===== src/rtl/aqua_pkg.sv =====
// Shared Smart-Aqua definitions: change codes, job bundle,
// dispense state encoding and the coins-per-code decoder.
package aqua_pkg;

  localparam logic [1:0] CHG_NONE = 2'b00;
  localparam logic [1:0] CHG_5    = 2'b01;
  localparam logic [1:0] CHG_10   = 2'b10;
  localparam logic [1:0] CHG_BAD  = 2'b11;

  typedef enum logic [2:0] {
    ST_IDLE,
    ST_POP,
    ST_MOTOR,
    ST_COIN_HI,
    ST_COIN_LO,
    ST_DONE
  } disp_state_e;

  typedef struct packed {
    logic       vend;
    logic [1:0] coins;
  } job_t;

  function automatic logic [1:0] coins_of(input logic [1:0] code);
    logic [1:0] n;
    n = 2'd0;
    unique case (code)
      CHG_5:   n = 2'd1;
      CHG_10:  n = 2'd2;
      default: n = 2'd0;
    endcase
    return n;
  endfunction

endpackage


===== src/rtl/aqua_dispense_ctrl_if.sv =====
// Vend-side strobes in, actuator drives and status out.
// master = vending FSM / sensors, slave = dispense stage.
interface aqua_dispense_ctrl_if;

  logic       vend;
  logic [1:0] change_code;
  logic       bottle_seen;
  logic       restock;
  logic       motor_on;
  logic       coin_sol;
  logic       busy;
  logic       job_done;
  logic [7:0] stock;
  logic       sold_out;
  logic       fault_tmo;
  logic       overflow;

  modport master (
    output vend,
    output change_code,
    output bottle_seen,
    output restock,
    input  motor_on,
    input  coin_sol,
    input  busy,
    input  job_done,
    input  stock,
    input  sold_out,
    input  fault_tmo,
    input  overflow
  );

  modport slave (
    input  vend,
    input  change_code,
    input  bottle_seen,
    input  restock,
    output motor_on,
    output coin_sol,
    output busy,
    output job_done,
    output stock,
    output sold_out,
    output fault_tmo,
    output overflow
  );

endinterface


===== src/rtl/aqua_job_fifo.sv =====
// Synchronous FIFO; a push on a full FIFO is accepted
// when a pop happens in the same cycle.
module aqua_job_fifo #(
  parameter int W     = 3,
  parameter int DEPTH = 4
) (
  input  logic         clk,
  input  logic         rst,
  input  logic         push,
  input  logic [W-1:0] wr_data,
  input  logic         pop,
  output logic [W-1:0] rd_data,
  output logic         full,
  output logic         empty
);

  localparam int AW = $clog2(DEPTH);
  localparam logic [AW-1:0] P1   = AW'(1);
  localparam logic [AW:0]   C1   = (AW+1)'(1);
  localparam logic [AW:0]   CMAX = (AW+1)'(DEPTH);

  logic [W-1:0]  mem_q [DEPTH];
  logic [AW-1:0] wr_ptr_q, wr_ptr_d;
  logic [AW-1:0] rd_ptr_q, rd_ptr_d;
  logic [AW:0]   cnt_q, cnt_d;
  logic          push_ok, pop_ok;

  assign full    = (cnt_q == CMAX);
  assign empty   = (cnt_q == '0);
  assign rd_data = mem_q[rd_ptr_q];

  always_comb begin
    pop_ok   = pop && !empty;
    push_ok  = push && (!full || pop_ok);
    wr_ptr_d = push_ok ? wr_ptr_q + P1 : wr_ptr_q;
    rd_ptr_d = pop_ok ? rd_ptr_q + P1 : rd_ptr_q;
    cnt_d    = cnt_q;
    unique case ({push_ok, pop_ok})
      2'b10:   cnt_d = cnt_q + C1;
      2'b01:   cnt_d = cnt_q - C1;
      default: cnt_d = cnt_q;
    endcase
  end

  always_ff @(posedge clk) begin
    if (rst) begin
      wr_ptr_q <= '0;
      rd_ptr_q <= '0;
      cnt_q    <= '0;
    end else begin
      wr_ptr_q <= wr_ptr_d;
      rd_ptr_q <= rd_ptr_d;
      cnt_q    <= cnt_d;
    end
  end

  always_ff @(posedge clk) begin
    if (push_ok) mem_q[wr_ptr_q] <= wr_data;
  end

endmodule


===== src/rtl/aqua_dispense_ctrl.sv =====
// Dispense stage: queues vend/change jobs and runs the bottle
// motor then coin-return pulses per job, tracking stock.
module aqua_dispense_ctrl
  import aqua_pkg::*;
#(
  parameter int QDEPTH      = 4,
  parameter int STOCK_INIT  = 20,
  parameter int PRICE_COINS = 3,
  parameter int MOTOR_TMO   = 200,
  parameter int SOL_ON      = 8,
  parameter int SOL_OFF     = 8
) (
  input logic                 clk,
  input logic                 rst,
  aqua_dispense_ctrl_if.slave io
);

  localparam int CM1  = (MOTOR_TMO > SOL_ON) ? MOTOR_TMO : SOL_ON;
  localparam int CMAX = (CM1 > SOL_OFF) ? CM1 : SOL_OFF;
  localparam int CW   = $clog2(CMAX + 1);

  localparam logic [CW-1:0] C1       = CW'(1);
  localparam logic [CW-1:0] TMO_LAST = CW'(MOTOR_TMO - 1);
  localparam logic [CW-1:0] HI_LAST  = CW'(SOL_ON - 1);
  localparam logic [CW-1:0] LO_LAST  = CW'(SOL_OFF - 1);
  localparam logic [7:0]    STOCK8   = 8'(STOCK_INIT);
  localparam logic [2:0]    PRICE3   = 3'(PRICE_COINS);

  disp_state_e   state_q, state_d;
  logic [2:0]    pay_q, pay_d;
  logic [CW-1:0] cnt_q, cnt_d;
  logic [7:0]    stock_q, stock_d;
  logic          motor_on_q, motor_on_d;
  logic          coin_sol_q, coin_sol_d;
  logic          job_done_q, job_done_d;
  logic          fault_q, fault_d;
  logic          ovf_q, ovf_d;

  logic          push_req, bad_code, stock_dec;
  logic          fifo_push, fifo_pop;
  logic          fifo_full, fifo_empty;
  job_t          wr_job, head;
  logic [$bits(job_t)-1:0] fifo_rdata;

  always_comb begin
    push_req     = io.vend || (io.change_code != CHG_NONE);
    bad_code     = (io.change_code == CHG_BAD);
    fifo_push    = push_req && !bad_code;
    fifo_pop     = (state_q == ST_POP);
    wr_job.vend  = io.vend;
    wr_job.coins = coins_of(io.change_code);
  end

  aqua_job_fifo #(
    .W     ($bits(job_t)),
    .DEPTH (QDEPTH)
  ) u_fifo (
    .clk     (clk),
    .rst     (rst),
    .push    (fifo_push),
    .wr_data (wr_job),
    .pop     (fifo_pop),
    .rd_data (fifo_rdata),
    .full    (fifo_full),
    .empty   (fifo_empty)
  );

  assign head = job_t'(fifo_rdata);

  always_comb begin
    state_d   = state_q;
    pay_d     = pay_q;
    cnt_d     = cnt_q;
    fault_d   = fault_q;
    stock_dec = 1'b0;
    // an illegal code or a push into a full, non-popping FIFO is lost
    ovf_d     = ovf_q || bad_code ||
                (fifo_push && fifo_full && !fifo_pop);

    unique case (state_q)
      ST_IDLE: begin
        if (!fifo_empty) state_d = ST_POP;
      end
      ST_POP: begin
        cnt_d = '0;
        pay_d = {1'b0, head.coins};
        if (head.vend && stock_q != 8'd0) begin
          state_d = ST_MOTOR;
        end else begin
          if (head.vend) pay_d = pay_d + PRICE3;
          state_d = (pay_d != 3'd0) ? ST_COIN_HI : ST_DONE;
        end
      end
      ST_MOTOR: begin
        if (io.bottle_seen) begin
          stock_dec = 1'b1;
          cnt_d     = '0;
          state_d   = (pay_q != 3'd0) ? ST_COIN_HI : ST_DONE;
        end else if (cnt_q == TMO_LAST) begin
          fault_d = 1'b1;
          pay_d   = pay_q + PRICE3;
          cnt_d   = '0;
          state_d = ST_COIN_HI;
        end else begin
          cnt_d = cnt_q + C1;
        end
      end
      ST_COIN_HI: begin
        if (cnt_q == HI_LAST) begin
          cnt_d   = '0;
          state_d = ST_COIN_LO;
        end else begin
          cnt_d = cnt_q + C1;
        end
      end
      ST_COIN_LO: begin
        if (cnt_q == LO_LAST) begin
          cnt_d   = '0;
          pay_d   = pay_q - 3'd1;
          state_d = (pay_q > 3'd1) ? ST_COIN_HI : ST_DONE;
        end else begin
          cnt_d = cnt_q + C1;
        end
      end
      ST_DONE: begin
        state_d = ST_IDLE;
      end
      default: begin
        state_d = ST_IDLE;
      end
    endcase

    stock_d = stock_q;
    if (io.restock) begin
      stock_d = STOCK8;
    end else if (stock_dec && stock_q != 8'd0) begin
      stock_d = stock_q - 8'd1;
    end

    motor_on_d = (state_d == ST_MOTOR);
    coin_sol_d = (state_d == ST_COIN_HI);
    job_done_d = (state_d == ST_DONE);
  end

  always_ff @(posedge clk) begin
    if (rst) begin
      state_q    <= ST_IDLE;
      pay_q      <= '0;
      cnt_q      <= '0;
      stock_q    <= STOCK8;
      motor_on_q <= 1'b0;
      coin_sol_q <= 1'b0;
      job_done_q <= 1'b0;
      fault_q    <= 1'b0;
      ovf_q      <= 1'b0;
    end else begin
      state_q    <= state_d;
      pay_q      <= pay_d;
      cnt_q      <= cnt_d;
      stock_q    <= stock_d;
      motor_on_q <= motor_on_d;
      coin_sol_q <= coin_sol_d;
      job_done_q <= job_done_d;
      fault_q    <= fault_d;
      ovf_q      <= ovf_d;
    end
  end

  assign io.motor_on  = motor_on_q;
  assign io.coin_sol  = coin_sol_q;
  assign io.job_done  = job_done_q;
  assign io.busy      = (state_q != ST_IDLE) || !fifo_empty;
  assign io.stock     = stock_q;
  assign io.sold_out  = (stock_q == 8'd0);
  assign io.fault_tmo = fault_q;
  assign io.overflow  = ovf_q;

endmodule


===== src/flat_wrapper.sv =====
// flat-port wrapper written by rule: the top's interface ports become plain ports
module aqua_dispense_ctrl_flat import aqua_pkg::*;
#(
  parameter int QDEPTH      = 4,
  parameter int STOCK_INIT  = 20,
  parameter int PRICE_COINS = 3,
  parameter int MOTOR_TMO   = 200,
  parameter int SOL_ON      = 8,
  parameter int SOL_OFF     = 8
)
  (clk, rst, io_vend, io_change_code, io_bottle_seen, io_restock, io_motor_on, io_coin_sol, io_busy, io_job_done, io_stock, io_sold_out, io_fault_tmo, io_overflow);
  aqua_dispense_ctrl_if io_i ();
  input logic clk;
  input logic rst;
  input wire logic [$bits(io_i.vend)-1:0] io_vend;
  input wire logic [$bits(io_i.change_code)-1:0] io_change_code;
  input wire logic [$bits(io_i.bottle_seen)-1:0] io_bottle_seen;
  input wire logic [$bits(io_i.restock)-1:0] io_restock;
  output wire logic [$bits(io_i.motor_on)-1:0] io_motor_on;
  output wire logic [$bits(io_i.coin_sol)-1:0] io_coin_sol;
  output wire logic [$bits(io_i.busy)-1:0] io_busy;
  output wire logic [$bits(io_i.job_done)-1:0] io_job_done;
  output wire logic [$bits(io_i.stock)-1:0] io_stock;
  output wire logic [$bits(io_i.sold_out)-1:0] io_sold_out;
  output wire logic [$bits(io_i.fault_tmo)-1:0] io_fault_tmo;
  output wire logic [$bits(io_i.overflow)-1:0] io_overflow;
  assign io_i.vend = io_vend;
  assign io_i.change_code = io_change_code;
  assign io_i.bottle_seen = io_bottle_seen;
  assign io_i.restock = io_restock;
  assign io_motor_on = io_i.motor_on;
  assign io_coin_sol = io_i.coin_sol;
  assign io_busy = io_i.busy;
  assign io_job_done = io_i.job_done;
  assign io_stock = io_i.stock;
  assign io_sold_out = io_i.sold_out;
  assign io_fault_tmo = io_i.fault_tmo;
  assign io_overflow = io_i.overflow;
  aqua_dispense_ctrl #(.QDEPTH(QDEPTH), .STOCK_INIT(STOCK_INIT), .PRICE_COINS(PRICE_COINS), .MOTOR_TMO(MOTOR_TMO), .SOL_ON(SOL_ON), .SOL_OFF(SOL_OFF)) u_core (.clk(clk), .rst(rst), .io(io_i));
endmodule

===== config.mk =====
export PLATFORM = sky130hd
export DESIGN_NAME = aqua_dispense_ctrl_flat
export DESIGN_NICKNAME = d
export VERILOG_FILES = /design/src/rtl/aqua_pkg.sv /design/src/rtl/aqua_dispense_ctrl_if.sv /design/src/rtl/aqua_job_fifo.sv /design/src/rtl/aqua_dispense_ctrl.sv /design/src/flat_wrapper.sv
export SDC_FILE = /design/constraint.sdc
export NUM_CORES = 1
export LEC_CHECK = 0
export CAP_MARGIN = 5
export CORE_MARGIN = 4
export CORE_UTILIZATION = 57
export CTS_CLUSTER_SIZE = 40
export DETAILED_ROUTE_END_ITERATION = 10
export PLACE_DENSITY_LB_ADDON = 0.25
export SETUP_SLACK_MARGIN = 0.15
export SYNTH_ARGS = -nofsm -noshare
export SYNTH_HDL_FRONTEND = slang
export SYNTH_SLANG_ARGS = --single-unit

===== constraint.sdc =====
create_clock -name clk -period 2.3 [get_ports clk]
set_input_delay 0.23 -clock clk [delete_from_list [all_inputs] [get_ports clk]]
set_output_delay 0.23 -clock clk [all_outputs]
set_load 0.05 [all_outputs]

# Yosys cells after proc, flatten, opt, wreduce, memory -nomap -nowiden
# Memory sizes are Yosys's and may differ from the RTL's. A register that Yosys moved wholly into a read port is not among the register bits.
# Cells that the tools add are included.
[totals] reg_bits=34 ramBits=12 inputBits=7 output_inout_bits=15 wordCells=103 mem_count=1
[classes] addsub=9 magnitude_cmp=1 n_eq_ne=18 n_mux=30 n_bitwise=1 reduce_logical=31
[mem_list] name="u_core.u_fifo.mem_q" depth=4 word_bits=3 rd=1 rd_ports_with_merged_regs=1 write_ports=1 line_no="aqua_job_fifo.sv:22" source="logic [W-1:0] mem_q [DEPTH];"
[op_table] operator="$mux 3" count=16
[op_table] operator="$mux 8" count=3
[op_table] operator="$pmux 8 s3" count=1
[op_table] operator="$pmux 3 s5" count=1
[op_table] operator="$reduce_bool 3->1" count=5
[op_table] operator="$eq 3x2->1 const B" count=4
[op_table] operator="$eq 3x3->1 const B" count=3
[op_table] operator="$pmux 3 s3" count=1
[op_table] operator="$add 8x1->8 const B" count=1
[op_table] operator="$eq 8x3->1 const B" count=1
[op_table] operator="$eq 8x8->1 const B" count=1
[op_table] operator="$logic_not 8->1" count=1
[op_table] operator="$reduce_bool 8->1" count=1
[op_table] operator="$sub 8x1->8 const B" count=1
[op_table] operator="$logic_and 1x1->1" count=7
[op_table] operator="$eq 2x2->1 const B" count=3
[op_table] operator="$logic_not 3->1" count=2
[op_table] operator="$pmux 3 s2" count=1
[op_table] operator="$sub 3x1->3 const B" count=2
[op_table] operator="$logic_or 1x1->1" count=5
[op_table] operator="$add 2x1->2 const B" count=2
[op_table] operator="$eq 2x1->1 const B" count=2
[op_table] operator="$logic_not 1->1" count=4
[op_table] operator="$mux 1" count=4
[op_table] operator="14 further kinds" count=18

# Logic depth before layout (Yosys ltp)
# Gate-level depths: netlist of the first run.
[depth] depth_word=9 depth_mapped=8 ltp_nobuf=7

# Cells and area by module
# Synthesis of the first run repeated with hierarchy kept, for this count alone.
[unflattened] hier_cells=261 area_unflattened_um2=2565.0
[modules_own_cells] mod="aqua_dispense_ctrl" instances=1 cells_per_inst=192 area_per_inst_um2=1641.6 seq_area_each_um2=540.5
[modules_own_cells] mod="aqua_job_fifo" instances=1 cells_per_inst=69 area_per_inst_um2=923.4 seq_area_each_um2=540.5

# Least setup slack after synthesis of the first run
# Ideal clock, no wire load.
[synth_path] path_kind="reg2reg" from="reg u_core.stock_q[0], in the netlist u_core.io.stock[0]" to="reg u_core.coin_sol_q, in the netlist u_core.io.coin_sol" setup_time_ps=78 arrival_time_ps=2080 t_required_ps=2222 setup_slack_ps=142 path_stages_with_launch=8 n_path_buf=0 synth_period_minus_slack_ps=2158 path_cell_list="dfxtp_1 > inv_1 > ha_1 > nor3b_1 > and2_1 > nand2_1 > and4_1 > nor3_1"
[synth_via] elab_chain_cells=5
[synth_lines] item="from (decl)" line_no="aqua_dispense_ctrl.sv:32" source="logic [7:0] stock_q, stock_d;"
[synth_lines] item="from (signal assigned)" line_no="aqua_dispense_ctrl.sv:160" source="stock_q <= stock_d;"
[synth_lines] item="$reduce_bool 8->1" line_no="aqua_dispense_ctrl.sv:87" source="if (head.vend && stock_q != 8'd0) begin"
[synth_lines] item="$logic_and 1x1->1" line_no="aqua_dispense_ctrl.sv:87"
[synth_lines] item="$mux 3" line_no="aqua_dispense_ctrl.sv:87"
[synth_lines] item="$pmux 3 s5" line_no="aqua_dispense_ctrl.sv:80" source="unique case (state_q)"
[synth_lines] item="$eq 3x2->1" line_no="aqua_dispense_ctrl.sv:141" source="coin_sol_d = (state_d == ST_COIN_HI);"
[synth_lines] item="to (signal assigned)" line_no="aqua_dispense_ctrl.sv:162" source="coin_sol_q <= coin_sol_d;"
[synth_lines] item="to (decl)" line_no="aqua_dispense_ctrl.sv:34" source="logic coin_sol_q, coin_sol_d;"
# No other way between the ends.
# A chain may end at the register's enable or synchronous reset.

==> results of run 1 <==
[sequential cells by signal, indices dropped and copies added, names as in the netlist, named ones only]
register / cells
u_core.u_fifo.mem_q: 12
u_core.io.motor_on: 1
u_core.state_q: 3
u_core.io.coin_sol: 1
u_core.io.stock: 8
u_core.pay_q: 3
u_core.cnt_q: 8
u_core.u_fifo.rd_ptr_q: 2
u_core.io.overflow: 1
u_core.u_fifo.cnt_q: 3
u_core.io.fault_tmo: 1
u_core.io.job_done: 1
u_core.u_fifo.wr_ptr_q: 2
[worst max path at each step]
stage	to	slack, ns	cells after the start	start
global route	u_core.io.motor_on	0.15	7	flip-flop
finish	u_core.io.motor_on	0.29	7	flip-flop
floorplan	u_core.io.stock[3]	0.24	7	u_core.io.stock[0]
CTS	u_core.cnt_q[4]	0.20	4	u_core.state_q[1]
detailed placement	u_core.u_fifo.cnt_q[2]	0.04	7	io_change_code[1]
global placement	u_core.u_fifo.cnt_q[2]	0.19	7	io_change_code[1]
[synth_stat cells, types with 3 or more instances]
library cell   n
ha_1          11
a21oi_1        8
or3_1          4
xor2_1        10
a22o_1         3
dfxtp_1       36
mux2i_1        3
and2_1         9
xnor2_1        6
mux4_2         3
a211oi_1       4
inv_1         12
edfxtp_1      12
nor2_1        34
nand2_1       11
nand3_1        5
nor3b_1        4
nor3_1         6
o21ai_0        7
[logic make-up (layout without fill, tap and decap cells)]
| family | count (synthesis) | after routing | synth area share, % |
|---|---|---|---|
| xor gates and xnor gates | 16 | 16 | 5.56 |
| AOI/OAI and AO/OA | 46 | 46 | 14.4 |
| muxes | 6 | 6 | 3.87 |
| adders and majority gates | 13 | 13 | 6.65 |
| and+or+nand+nor | 102 | 102 | 22.9 |
| buffers and inverters | 19 | 51 | 3.72 |
| DFF | 48 | 48 | 42.9 |
[worst reg2reg max path, stage by stage, from the launching register on]
cell	delay (ns)
dfxtp_2	0.38
mux4_2	0.53
inv_1	0.11
ha_1	0.25
nand3_1	0.09
o21ai_2	0.07
o221a_4	0.26
nor4_1	0.25
[cells in the final DEF, fill, tap and decap left out, types with 8 or more instances in the layout]
cell type	instances
dfxtp_1	35
nor2_1	34
clkdlybuf4s50_1	19
inv_1	12
edfxtp_1	12
nand2_1	11
ha_1	11
xor2_1	10
buf_4	10
and2_1	8
a21oi_1	8
[routing by layer]
| metal | global-route usage, % | vias to the layer above |
|---|---|---|
| li1 | - | 973 |
| met5 | 0 | - |
| met2 | 30.2 | 40 |
| met1 | 25.9 | 914 |
| met3 | 4.59 | 6 |
| met4 | 7.31 | 0 |
[power by group through the flow]
stage / registers (mW) / clock network (mW) / logic [mW]
after floorplan: 1.17 / 0 / 0.872
after global routing: 1.17 / 0.650 / 1.29
after global placement: 1.16 / 0 / 1.14
final: 1.15 / 0.595 / 1.16
after CTS: 1.14 / 0.608 / 1.15
after detailed placement: 1.16 / 0 / 1.16
[timing repair]
action	CTS	global route
buffers inserted	0	0
endpoints found under the setup margin	1	8
gates resized for setup	1	3
[through the flow]
| stage | std cells | power [mW] | cell area, µm² |
|---|---|---|---|
| 2_1_floorplan | 250 | 2.04 | 2520 |
| 3_3_place_gp | 324 | 2.29 | 2830 |
| 3_5_place_dp | 324 | 2.32 | 2830 |
| 4_1_cts | 332 | 2.90 | 2940 |
| 5_1_grt | 332 | 3.11 | 2950 |
| 6_report | 332 | 2.90 | 2950 |
[final cells by class]
class | count | area share (%)
clock buffers | 5 | 2.33
clock inverters | 3 | 1.27
repair buffers | 31 | 9.97
inverters | 12 | 1.53
well taps | 50 | 2.12
flip-flops and latches | 48 | 36.7
multi-input cells | 183 | 46.1
==> metrics.md, run 1 <==
| Metric | Value |
|---|---|
| Area Growth Syn to Fin | 17.0% |
| Syn Inst Count | 250 |
| F_max | 497 MHz |
| CP required | 2.52 ns |
| P_leak | about 1.1 nW |
| Synth area leader | dfxtp_1 |
| First-pass GRT wire length | ~8200 µm |
| Die area | 5550 µm² |
| Run status | completed |
| Final Hold Fails | 0 |
| M1 wire length | 2220 µm |
| Layout Skew | 0.0105 ns |
| Final setup fails | 0 |
| Vias | 1,933 |
| Initial Util | 60.8% |
| Site row count | 23 |
| Clock power frac | 20.5% |
| Pint | around 1.8 mW |
| Ys async rst share | 0% |
| R2R cell count | 7 |
| WHS Path Cells | 2 |
| Routed wl met2 | 2270 µm |
| Die W | 74.5 µm |
| Hold crit path type | flip-flop to flip-flop |
| Yosys cell types | 67 |
| Dpl hpwl | around 3600 µm |
| Layout Utilization | 71.2% |
| Vias in the first global route | 1,779 |
| Chip height | between 70 and 80 µm |
| WL/cell | approximately 14 µm |
| Wirelength, routed | 4780 µm |
| CTS Buf Count | 5 |
| Fin Setup TNS | 0 ns |
| Sequential share of power | 39.6% |
| Crit-path cells | mux4_2 > inv_1 > ha_1 > nand3_1 > o21ai_2 > o221a_4 > nor4_1 |
| Area occupied by multi-input gates | 1360 µm² |
| Clk buf depth | 2 |
| Crit path time final | 2.01 ns |
| Worst Setup Path Type | flip-flop to flip-flop |
| Sw Share | 37.5% |
| FILL cells | 328 |
| Syn_area_per_cell | about 10 µm² |
| Max stage delay on crit path | around 0.53 ns |
| Hold worst-path end | u_core.io.fault_tmo |
| Clk Latency, worst-skew pair | 0.30 ns |
| R2R Path End | u_core.io.motor_on |
| Pre-CTS WS | 0.0399 ns |
| Fin nets | 300 |
| Core ar. | 4140 µm² |
| Routed Antenna Nets | 0 |
| Buffers on Ports | 21 |
| Hold_buf cts | 0 |
| Sw Pwr | around 1.1 mW |
| Vias per cell | 5.82 |
| Initial antenna violation count | 0 |
| Num ports | 22 |
| Gr usage total | about a fifth |
| Register area share after synthesis | 42.9% |
| Critical path buffers and inverters | 1 |
| Met3 WL | 219 µm |
| Clk pin slew, worst setup/hold paths | 0.09 ns |
| Peak supply drop | between 600 and 700 µV |
| Largest net degree at the start of global routing | 18 |
| Synthesis warning total | 0 |
| Synth top area cells | dfxtp_1 29%, edfxtp_1 14%, ha_1 5.5% |
| Highest Signal Layer | met4 |
| CTS Sinks | 48 |
| Period utilization | 87.5% |
| CTS tree | built |
| Seq. cell area | 1080 µm² |
| GPL Wtd Cong | 0.903 |
| # diodes | 0 |
| Synthesized area | 2520 µm² |
| Hold path start | u_core.io.fault_tmo |
| CP Data Arrival Time | between 2 and 2.5 ns |
| FF-to-FF setup slack | roughly 0.29 ns |
| Slew HR | 64.6% |
| Ys flop type | dfxtp_1 |
| Layout cell share with drive strength beyond 1 | 14.5% |
| Yosys top cell area share | about 29% |
| Slew Viols, Final | 0 |
| CP max-delay cell | mux4_2 |
| Synth Net Count | ~270 |
| H-tree depth | 2 |
| Pwr dens | slightly below 1000 nW/µm² |
| CTS root buffer | clkbuf_8 |
| Max-cap violation count | 0 |
| Total grt overflow | 0 |
| Gate power share | 39.9% |
| CP Launch Type | flip-flop |
| Post-synth EDFFs | 12 |
| Worst path top cell family by delay | multiplexers |
| Drt first pass iters | 4 |
| Critical path endpoint category | flip-flop |
| Worst setup margin | 0.288 ns |
| Synthesized flop and latch total | 48 |
| Critical-path maximum fanout | 5 |
| DR iter-0 viols | approximately 190 |
| Unrepaired setup endpoints after global routing | no |
| Hold slack | around 0.5 ns |
| Drc violations | 0 |
| Slew @ Worst Pin | between 0.5 and 0.6 ns |
No activity file was read; power rests on OpenSTA's default activity.
==> run 2: changes to the inputs <==
- CTS_CLUSTER_DIAMETER: not set -> 40
- HOLD_SLACK_MARGIN: not set -> 0.02
==> results of run 2 <==
No change in the layout: final DEF, timing and power equal those of run 1.
==> run 3: changes to the inputs <==
- CAP_MARGIN: 5 -> not set
==> results of run 3 <==
No change in the layout: final DEF, timing and power equal those of run 1.
